**src/rtl/e203_demo_pkg.sv**
```systemverilog
// Shared constants and state encodings for the e203 board demo top.
// Video timing is CEA 480p on a 27 MHz pixel clock.
package e203_demo_pkg;

  localparam int unsigned CNT_W    = 10;
  localparam int unsigned H_ACTIVE = 720;
  localparam int unsigned H_FP     = 16;
  localparam int unsigned H_SYNC   = 62;
  localparam int unsigned H_TOTAL  = 858;
  localparam int unsigned V_ACTIVE = 480;
  localparam int unsigned V_FP     = 9;
  localparam int unsigned V_SYNC   = 6;
  localparam int unsigned V_TOTAL  = 525;

  typedef enum logic [2:0] {
    RX_IDLE, RX_START, RX_DATA, RX_STOP, RX_WAIT_HIGH
  } rx_state_e;

  typedef enum logic [1:0] {
    TX_IDLE, TX_START, TX_DATA, TX_STOP
  } tx_state_e;

endpackage

```
**src/rtl/demo_uart.sv**
```systemverilog
// 8N1 UART receiver with a transmitter that echoes each received byte.
// A byte that arrives while the transmitter is busy is reported but not echoed.
module demo_uart
  import e203_demo_pkg::*;
#(
  parameter int unsigned DIV = 234
) (
  input  logic       i_clk,
  input  logic       i_rst,
  input  logic       i_rx,
  output logic       o_tx,
  output logic       o_valid,
  output logic [7:0] o_data
);

  localparam int unsigned CW = (DIV > 1) ? $clog2(DIV) : 1;

  logic            r_rx_s1, r_rx_s2, r_rx_d;
  rx_state_e       r_rx_state, w_rx_state_nxt;
  logic [CW-1:0]   r_rx_cnt, w_rx_cnt_nxt;
  logic [2:0]      r_rx_bit, w_rx_bit_nxt;
  logic [7:0]      r_rx_sh, w_rx_sh_nxt;
  logic            r_valid, w_valid_nxt;
  logic [7:0]      r_data, w_data_nxt;

  tx_state_e       r_tx_state, w_tx_state_nxt;
  logic [CW-1:0]   r_tx_cnt, w_tx_cnt_nxt;
  logic [2:0]      r_tx_bit, w_tx_bit_nxt;
  logic [7:0]      r_tx_sh, w_tx_sh_nxt;
  logic            r_tx, w_tx_nxt;

  always_ff @(posedge i_clk or posedge i_rst) begin
    if (i_rst) begin
      r_rx_s1    <= 1'b1;
      r_rx_s2    <= 1'b1;
      r_rx_d     <= 1'b1;
      r_rx_state <= RX_IDLE;
      r_rx_cnt   <= '0;
      r_rx_bit   <= '0;
      r_rx_sh    <= '0;
      r_valid    <= 1'b0;
      r_data     <= '0;
      r_tx_state <= TX_IDLE;
      r_tx_cnt   <= '0;
      r_tx_bit   <= '0;
      r_tx_sh    <= '0;
      r_tx       <= 1'b1;
    end else begin
      r_rx_s1    <= i_rx;
      r_rx_s2    <= r_rx_s1;
      r_rx_d     <= r_rx_s2;
      r_rx_state <= w_rx_state_nxt;
      r_rx_cnt   <= w_rx_cnt_nxt;
      r_rx_bit   <= w_rx_bit_nxt;
      r_rx_sh    <= w_rx_sh_nxt;
      r_valid    <= w_valid_nxt;
      r_data     <= w_data_nxt;
      r_tx_state <= w_tx_state_nxt;
      r_tx_cnt   <= w_tx_cnt_nxt;
      r_tx_bit   <= w_tx_bit_nxt;
      r_tx_sh    <= w_tx_sh_nxt;
      r_tx       <= w_tx_nxt;
    end
  end

  // Receiver: start re-checked mid-bit, then bits sampled at their centres.
  always_comb begin
    w_rx_state_nxt = r_rx_state;
    w_rx_cnt_nxt   = r_rx_cnt + CW'(1);
    w_rx_bit_nxt   = r_rx_bit;
    w_rx_sh_nxt    = r_rx_sh;
    w_valid_nxt    = 1'b0;
    w_data_nxt     = r_data;
    case (r_rx_state)
      RX_IDLE: begin
        w_rx_cnt_nxt = '0;
        if (r_rx_d && !r_rx_s2) w_rx_state_nxt = RX_START;
      end
      RX_START: begin
        if (r_rx_cnt == CW'(DIV / 2 - 1)) begin
          w_rx_cnt_nxt = '0;
          w_rx_bit_nxt = '0;
          w_rx_state_nxt = r_rx_s2 ? RX_IDLE : RX_DATA;
        end
      end
      RX_DATA: begin
        if (r_rx_cnt == CW'(DIV - 1)) begin
          w_rx_cnt_nxt = '0;
          w_rx_sh_nxt  = {r_rx_s2, r_rx_sh[7:1]};
          if (r_rx_bit == 3'd7) w_rx_state_nxt = RX_STOP;
          else                  w_rx_bit_nxt   = r_rx_bit + 3'd1;
        end
      end
      RX_STOP: begin
        if (r_rx_cnt == CW'(DIV - 1)) begin
          w_rx_cnt_nxt = '0;
          if (r_rx_s2) begin
            w_valid_nxt    = 1'b1;
            w_data_nxt     = r_rx_sh;
            w_rx_state_nxt = RX_IDLE;
          end else begin
            w_rx_state_nxt = RX_WAIT_HIGH;
          end
        end
      end
      RX_WAIT_HIGH: begin
        w_rx_cnt_nxt = '0;
        if (r_rx_s2) w_rx_state_nxt = RX_IDLE;
      end
      default: w_rx_state_nxt = RX_IDLE;
    endcase
  end

  // Transmitter: the line value for each bit is registered at the bit boundary.
  always_comb begin
    w_tx_state_nxt = r_tx_state;
    w_tx_cnt_nxt   = r_tx_cnt + CW'(1);
    w_tx_bit_nxt   = r_tx_bit;
    w_tx_sh_nxt    = r_tx_sh;
    w_tx_nxt       = r_tx;
    case (r_tx_state)
      TX_IDLE: begin
        w_tx_cnt_nxt = '0;
        w_tx_nxt     = 1'b1;
        if (r_valid) begin
          w_tx_sh_nxt    = r_data;
          w_tx_nxt       = 1'b0;
          w_tx_state_nxt = TX_START;
        end
      end
      TX_START: begin
        if (r_tx_cnt == CW'(DIV - 1)) begin
          w_tx_cnt_nxt   = '0;
          w_tx_nxt       = r_tx_sh[0];
          w_tx_sh_nxt    = {1'b0, r_tx_sh[7:1]};
          w_tx_bit_nxt   = '0;
          w_tx_state_nxt = TX_DATA;
        end
      end
      TX_DATA: begin
        if (r_tx_cnt == CW'(DIV - 1)) begin
          w_tx_cnt_nxt = '0;
          if (r_tx_bit == 3'd7) begin
            w_tx_nxt       = 1'b1;
            w_tx_state_nxt = TX_STOP;
          end else begin
            w_tx_nxt     = r_tx_sh[0];
            w_tx_sh_nxt  = {1'b0, r_tx_sh[7:1]};
            w_tx_bit_nxt = r_tx_bit + 3'd1;
          end
        end
      end
      TX_STOP: begin
        if (r_tx_cnt == CW'(DIV - 1)) begin
          w_tx_cnt_nxt   = '0;
          w_tx_state_nxt = TX_IDLE;
        end
      end
      default: w_tx_state_nxt = TX_IDLE;
    endcase
  end

  assign o_tx    = r_tx;
  assign o_valid = r_valid;
  assign o_data  = r_data;

endmodule

```
**src/rtl/e203_soc_demo_top.sv**
```systemverilog
// Board demo top: 480p VGA fill-colour generator whose colour is set by three UART bytes,
// bound to the e203 SoC pad set with unused pads tied inactive.
module e203_soc_demo_top
  import e203_demo_pkg::*;
#(
  parameter int unsigned CLK_HZ  = 27_000_000,
  parameter int unsigned BAUD    = 115_200,
  parameter int unsigned V_ACT    = V_ACTIVE,
  parameter int unsigned V_FPORCH = V_FP,
  parameter int unsigned V_SW     = V_SYNC,
  parameter int unsigned V_TOT    = V_TOTAL
) (
  input  logic        clk_in,
  input  logic        erst,
  output logic        H_sync,
  output logic        V_sync,
  output logic [3:0]  red,
  output logic [3:0]  green,
  output logic [3:0]  blue,
  input  logic [31:0] gpio_in,
  output logic [31:0] gpio_out,
  input  logic        tck,
  input  logic        tms,
  input  logic        tdi,
  output logic        tdo,
  input  logic [3:0]  qspi_in,
  output logic [3:0]  qspi_out,
  output logic        qspi_sck,
  output logic        qspi_cs,
  input  logic        dbgmode0_n,
  input  logic        dbgmode1_n,
  input  logic        dbgmode3_n,
  input  logic        bootrom_n,
  input  logic        aon_pmu_dwakeup_n,
  output logic        aon_pmu_padrst,
  output logic        aon_pmu_vddpaden
);

  localparam int unsigned DIV = CLK_HZ / BAUD;
  localparam int unsigned CW  = CNT_W;

  logic [CW-1:0] r_h, r_v;
  logic [3:0]    r_pend_r, r_pend_g, r_pend_b;
  logic [3:0]    r_disp_r, r_disp_g, r_disp_b;
  logic [1:0]    r_idx;
  logic          w_hs_act, w_vs_act, w_active, w_frame_start;
  logic [3:0]    w_col_r, w_col_g, w_col_b;
  logic          w_rx_valid, w_tx;
  logic [7:0]    w_rx_data;
  logic          w_unused;

  demo_uart #(.DIV(DIV)) u_uart (
    .i_clk   (clk_in),
    .i_rst   (erst),
    .i_rx    (gpio_in[16]),
    .o_tx    (w_tx),
    .o_valid (w_rx_valid),
    .o_data  (w_rx_data)
  );

  assign w_hs_act = (r_h >= CW'(H_ACTIVE + H_FP)) && (r_h <= CW'(H_ACTIVE + H_FP + H_SYNC - 1));
  assign w_vs_act = (r_v >= CW'(V_ACT + V_FPORCH)) && (r_v <= CW'(V_ACT + V_FPORCH + V_SW - 1));
  assign w_active = (r_h < CW'(H_ACTIVE)) && (r_v < CW'(V_ACT));
  assign w_frame_start = (r_h == '0) && (r_v == '0);

  // The first pixel of a frame already shows the colour latched at that frame start.
  assign w_col_r = w_frame_start ? r_pend_r : r_disp_r;
  assign w_col_g = w_frame_start ? r_pend_g : r_disp_g;
  assign w_col_b = w_frame_start ? r_pend_b : r_disp_b;

  // Raster counters and registered sync/colour outputs.
  always_ff @(posedge clk_in or posedge erst) begin
    if (erst) begin
      r_h    <= '0;
      r_v    <= '0;
      H_sync <= 1'b1;
      V_sync <= 1'b1;
      red    <= '0;
      green  <= '0;
      blue   <= '0;
    end else begin
      if (r_h == CW'(H_TOTAL - 1)) begin
        r_h <= '0;
        r_v <= (r_v == CW'(V_TOT - 1)) ? '0 : r_v + CW'(1);
      end else begin
        r_h <= r_h + CW'(1);
      end
      H_sync <= ~w_hs_act;
      V_sync <= ~w_vs_act;
      red    <= w_active ? w_col_r : 4'h0;
      green  <= w_active ? w_col_g : 4'h0;
      blue   <= w_active ? w_col_b : 4'h0;
    end
  end

  // Received bytes fill pending R, G, B in turn; displayed copy updates only at frame start.
  always_ff @(posedge clk_in or posedge erst) begin
    if (erst) begin
      r_pend_r <= '0;
      r_pend_g <= '0;
      r_pend_b <= '0;
      r_disp_r <= '0;
      r_disp_g <= '0;
      r_disp_b <= '0;
      r_idx    <= '0;
    end else begin
      if (w_rx_valid) begin
        case (r_idx)
          2'd0:    r_pend_r <= w_rx_data[7:4];
          2'd1:    r_pend_g <= w_rx_data[7:4];
          default: r_pend_b <= w_rx_data[7:4];
        endcase
        r_idx <= (r_idx == 2'd2) ? 2'd0 : r_idx + 2'd1;
      end
      if (w_frame_start) begin
        r_disp_r <= r_pend_r;
        r_disp_g <= r_pend_g;
        r_disp_b <= r_pend_b;
      end
    end
  end

  assign gpio_out         = {14'h0, w_tx, 17'h0};
  assign tdo              = 1'b0;
  assign qspi_out         = 4'h0;
  assign qspi_sck         = 1'b0;
  assign qspi_cs          = 1'b1;
  assign aon_pmu_padrst   = erst;
  assign aon_pmu_vddpaden = 1'b1;

  assign w_unused = &{1'b0, gpio_in[31:17], gpio_in[15:0], tck, tms, tdi, qspi_in,
                      dbgmode0_n, dbgmode1_n, dbgmode3_n, bootrom_n, aon_pmu_dwakeup_n,
                      w_rx_data[3:0]};

endmodule

```
**config.mk**
```make
export PLATFORM = sky130hd
export DESIGN_NAME = e203_soc_demo_top
export DESIGN_NICKNAME = d
export VERILOG_FILES = /design/src/rtl/e203_demo_pkg.sv /design/src/rtl/demo_uart.sv /design/src/rtl/e203_soc_demo_top.sv
export SDC_FILE = /design/constraint.sdc
export NUM_CORES = 1
export LEC_CHECK = 0
export ABC_AREA = 1
export CAP_MARGIN = 20
export CORE_MARGIN = 5
export CORE_UTILIZATION = 51
export CTS_BUF_LIST = sky130_fd_sc_hd__clkbuf_8
export DETAILED_ROUTE_END_ITERATION = 16
export GPL_ROUTABILITY_DRIVEN = 1
export PLACE_DENSITY = 0.77
export SYNTH_ARGS = -nofsm -noshare
export SYNTH_HDL_FRONTEND = slang
export SYNTH_SLANG_ARGS = --single-unit
export TNS_END_PERCENT = 5
```
**constraint.sdc**
```tcl
create_clock -name clk_in -period 9.54 [get_ports clk_in]
set_input_delay 2.385 -clock clk_in [delete_from_list [all_inputs] [get_ports clk_in]]
set_output_delay 2.385 -clock clk_in [all_outputs]
set_load 0.02 [all_outputs]
```
[Word level (Yosys, flattened, before mapping)]
Index checks and enable logic that the tools add are counted.
Word-level totals
  bits of input ports: 46
  bits in latches: 0
  memories kept: 0
  bits in read-only memories: 0
  word-level logic and storage cells: 152
  bits in writable memories: 0
  output and inout port bits: 55
  register bits after elaboration: 116
Operators by class
  multipliers: 0
  shift operators: 0
  equality and inequality tests: 29
  add/subtract/negate cells: 7
  reductions and logical operators: 29
  div/mod/pow operators: 0
  magnitude comparators: 6
  mux-type cells: 50
  bitwise operators: 3
Operator list (count)
  2-to-1 mux 8 bit: 7
  one-hot mux 8 bit (3 select lines): 2
  2-to-1 mux 3 bit: 13
  2-to-1 mux 4 bit: 6
  inequality test 2 x 1 -> 1 bit (second input constant): 11
  adder 10 x 1 -> 10 bit (second input constant): 2
  equality test 10 bit (second input constant): 2
  zero test 10 bit: 2
  2-to-1 mux 10 bit: 2
  adder 8 x 1 -> 8 bit (second input constant): 2
  equality test 8 bit (second input constant): 2
  one-hot mux 8 bit (2 select lines): 1
  one-hot mux 3 bit (5 select lines): 1
  2-to-1 mux 2 bit: 7
  one-hot mux 3 bit (2 select lines): 2
  greater-or-equal comparator 10 bit (second input constant): 1
  greater-or-equal comparator 10 x 9 -> 1 bit (second input constant): 1
  <= comparator 10 bit (second input constant): 1
  <= comparator 10 x 9 -> 1 bit (second input constant): 1
  < comparator 10 bit (second input constant): 1
  < comparator 10 x 9 -> 1 bit (second input constant): 1
  AND reduction 5 bit: 2
  equality test 3 bit (second input constant): 3
  equality test 8 x 7 -> 1 bit (second input constant): 1
  23 further kinds: 50

[Depth between registers and ports, before layout]
  word-level depth: 4
  gate-level depth with buffers: 11
  depth with buffers taken out: 11

[Hierarchy]
From an unflattened synthesis, not the netlist that was laid out.
Second synthesis, totals
  cell total of the unflattened synthesis: 732
  area, all modules: 6158.4 µm²
Modules (own cells, without submodules)
  e203_soc_demo_top: seq. area each 1503.9 µm², area each 3304.4 µm², times used 1, cells each 382
  demo_uart: seq. area each 1406.3 µm², area each 2854.0 µm², times used 1, cells each 350

[Worst setup path after synthesis]
Ideal clock, no wire load.
  path type: input -> output
  from: in erst
  to: out aon_pmu_padrst
  required time: 7.155 ns
  slack: 4.636 ns
  arrival time: 2.519 ns
  path buffers: 1
  cell stages on the path: 1
  path through: buf_4
RTL lines
  start: declaration: RTL line e203_soc_demo_top.sv:14  | input logic erst,
  end: declaration: RTL line e203_soc_demo_top.sv:35  | output logic aon_pmu_padrst,
No word-level cell between the ends.

[Final worst setup path]
  from: in erst
  to: out aon_pmu_padrst
No word-level cell between the ends.

==> impl_results.md <==
* Crit path buf inv count at 2
* Initial antenna violation count at 0
* Clock Skews at 7.48 ps
* IO Count at 101
* Worst setup path class: input pin to primary output
* CTS tree: yes
* Lkg Pwr at around 3.3 nW
* IO buf count at 18
* Most common flop cell mapped by yosys: dfrtp_1
* Post-synth top cells: nand2_1, dfrtp_1, inv_1
* Synthesized cell area at about 6000 µm²
* RSZ-0062 raised after global routing: false
* # setup viols final at 0
* Crit path max fanout at 2
* Max Root-Sink Buffers at 2
* Ratio of cells with drive above 1 in the final layout at 0.138
* M2 GR Usage at 0.268
* Register area share after synthesis at 0.481
* Top-count cell post-synth: nand2_1
* Synth top area cells: dfrtp_1, nand2_1, inv_1
* Hpwl dp at between 7 and 8 mm
* Max-cap violations at 0
* CP Data Required Time at between 7000 and 8000 ps
* GRT busiest layer: met2
* Netlist cell types at 36
* Hold crit path type: register to register
* Hold Fails Final Rpt at 0
* Fmax achieved at roughly 170 MHz
* GR met3 Demand/Resource at 0.0393
* Post-Syn Area per Cell at approximately 8.5 µm²
* Synth area leader: dfrtp_1
* Drc violations at 0
* Setup Fix Bufs, Post-CTS at 0
* Worst setup EP type: primary output
* Hold_buf cts at 0
* Critical Path Source Type: input pin
* Synth-to-layout area growth at 8.58%
* GRT met1 Usage at 0.184
* First-pass DRT Iterations at 5
* Num CTS Buffers at 17
* Worst vdd ir at between 0.00008 and 0.00009 V
* Crit share post-route at 0.620
* CTS sink cnt at 116
* Core area at 11,500 µm²
* # nets final at 802
* CP max-delay cell: clkdlybuf4s50_1
* Skew-Pair Late Insertion Delay at between 400 and 500 ps
* R2r startpoint: r_h[0]
* Slew Limit Headroom at 0.463
* DR WL/cell at ~12 µm
* Die width at around 120 µm
* Most frequent CP cell: clkdlybuf4s50_1
* Initial DRC Count at 393
* CTS HTree Levels at 4
* Hold Startpoint: u_uart.r_rx_s1
* Vias in the first global route at roughly 4,300
* Worst Tran Pin Value at about 800 ps
* Minimum clock period at around 6000 ps
* Max Slew Vio Count at 0
* Clk pin slew, worst setup/hold paths at roughly 70 ps
* Critical Path Source: erst
* RePlAce Congestion at about 0.9
* Largest stage delay, worst path at between 600 and 700 ps
* Status: finished clean
* Cell Chain, Critical Path: clkdlybuf4s50_1 > clkdlybuf4s50_1
* Vias per cell at between 4 and 5
* Largest net degree at the start of global routing at between 60 and 70
* Power Dens Cells at ~160 nW/µm²
* Post-cts sizing count at 0
* Detailed Route WL at between 10 and 15 mm
* CP Data Arrival Time at roughly 3500 ps
* Ys Warns at 0
* Gr usage total at 0.153
* Ys async rst share at 1.00
* Number of routed nets with antenna violations at 0
* # rows at 39
* Post-synth EDFFs at 0
* GRT Residual Overflow at 0
* First-pass GRT wire length at approximately 18 mm
* Post-Synthesis Cells at roughly 710
* Antenna diodes at 0
* Final Core Density at 0.571
* Share of the synthesized area in the top cell type at 0.455
* Die H at about 120 µm
* Die footprint at 14,100 µm²
* Root Driver: clkbuf_8
* CP delay by family, top: buffers and inverters
* # fillers at approximately 1,000
* Starting Density at 0.525
* FF+latch count, synth at approximately 120
* Via count at approximately 4,400
* Setup TNS at 0 ps
[flip-flops by register name, summed over array words and instances (netlist names), 8 cells and up]
signal           flops
r_h                 10
r_v                 10
u_uart.o_data        8
u_uart.r_rx_cnt      8
u_uart.r_rx_sh       8
u_uart.r_tx_cnt      8
u_uart.r_tx_sh       8
[area by class of cell]
| cell class | instances | area (µm²) | share of cell area |
|---|---|---|---|
| inverter | 110 | 415 | 0.0632 |
| clock inverter | 13 | 141 | 0.0215 |
| sequential | 116 | 2910 | 0.443 |
| tap | 143 | 179 | 0.0272 |
| multi-input combinational | 468 | 2470 | 0.376 |
| clock buffer | 19 | 262 | 0.0398 |
| timing repair buffer | 20 | 195 | 0.0297 |
[report_power, final]
group	switching (mW)	total [mW]	internal [mW]
Combinational	0.0760	0.103	0.0266
Clock	0.187	0.454	0.267
Sequential	0.0154	0.519	0.503
[cells in the final DEF, fill, tap and decap left out, types with 3 or more instances in the layout]
cell type,instances
clkdlybuf4s50_1,18
nand4_1,16
nand2_1,146
dfrtp_1,110
clkbuf_8,19
dfstp_2,6
nor2_2,16
nand2_2,24
o21ai_0,36
conb_1,39
ha_1,23
inv_2,9
mux2i_1,4
nand3b_1,12
nor3_1,8
o21ai_1,20
inv_1,103
o21bai_1,3
o21ai_2,7
clkinv_2,5
bufinv_16,3
xor2_1,7
nand3_1,22
nor2_1,63
a21oi_1,5
[cell families after synthesis]
group           synth area share
fa+ha+maj                 0.0476
other cells              0.00124
compound gates            0.0724
xor+xnor                  0.0130
buf+inv                    0.134
simple gates               0.244
flops                      0.481
mux                      0.00662
[metal layers]
metal  share of wire  vias up  wire, µm
met5               0        -         0
met4           0.013        0       131
met3           0.042       11       437
met2            0.50      103      5170
met1            0.44     2067      4570
li1                -     2189         -
[through the flow]
stage	cell area [µm²]	std cells	hold slack, ps	setup WS (ps)	power (mW)
after global placement	6170	857	347	3620	0.623
after detailed placement	6170	857	349	3610	0.630
final	6570	889	358	3620	1.08
after CTS	6570	889	362	3610	1.08
after floorplan	6190	746	345	4090	0.620
after global routing	6570	889	368	3590	1.13
[final timing paths]
kind	endpoint	slack, ps	depth (start not counted)
min reg2reg	u_uart.r_rx_s2	360	0
max in group asynchronous	u_uart.r_rx_cnt[5]	5900	3
min in group asynchronous	u_uart.r_tx_cnt[5]	2420	2
min	u_uart.r_rx_s2	360	0
max reg2reg	blue[0]	7330	8
max	aon_pmu_padrst	3620	2
No activity file was read; power rests on OpenSTA's default activity.
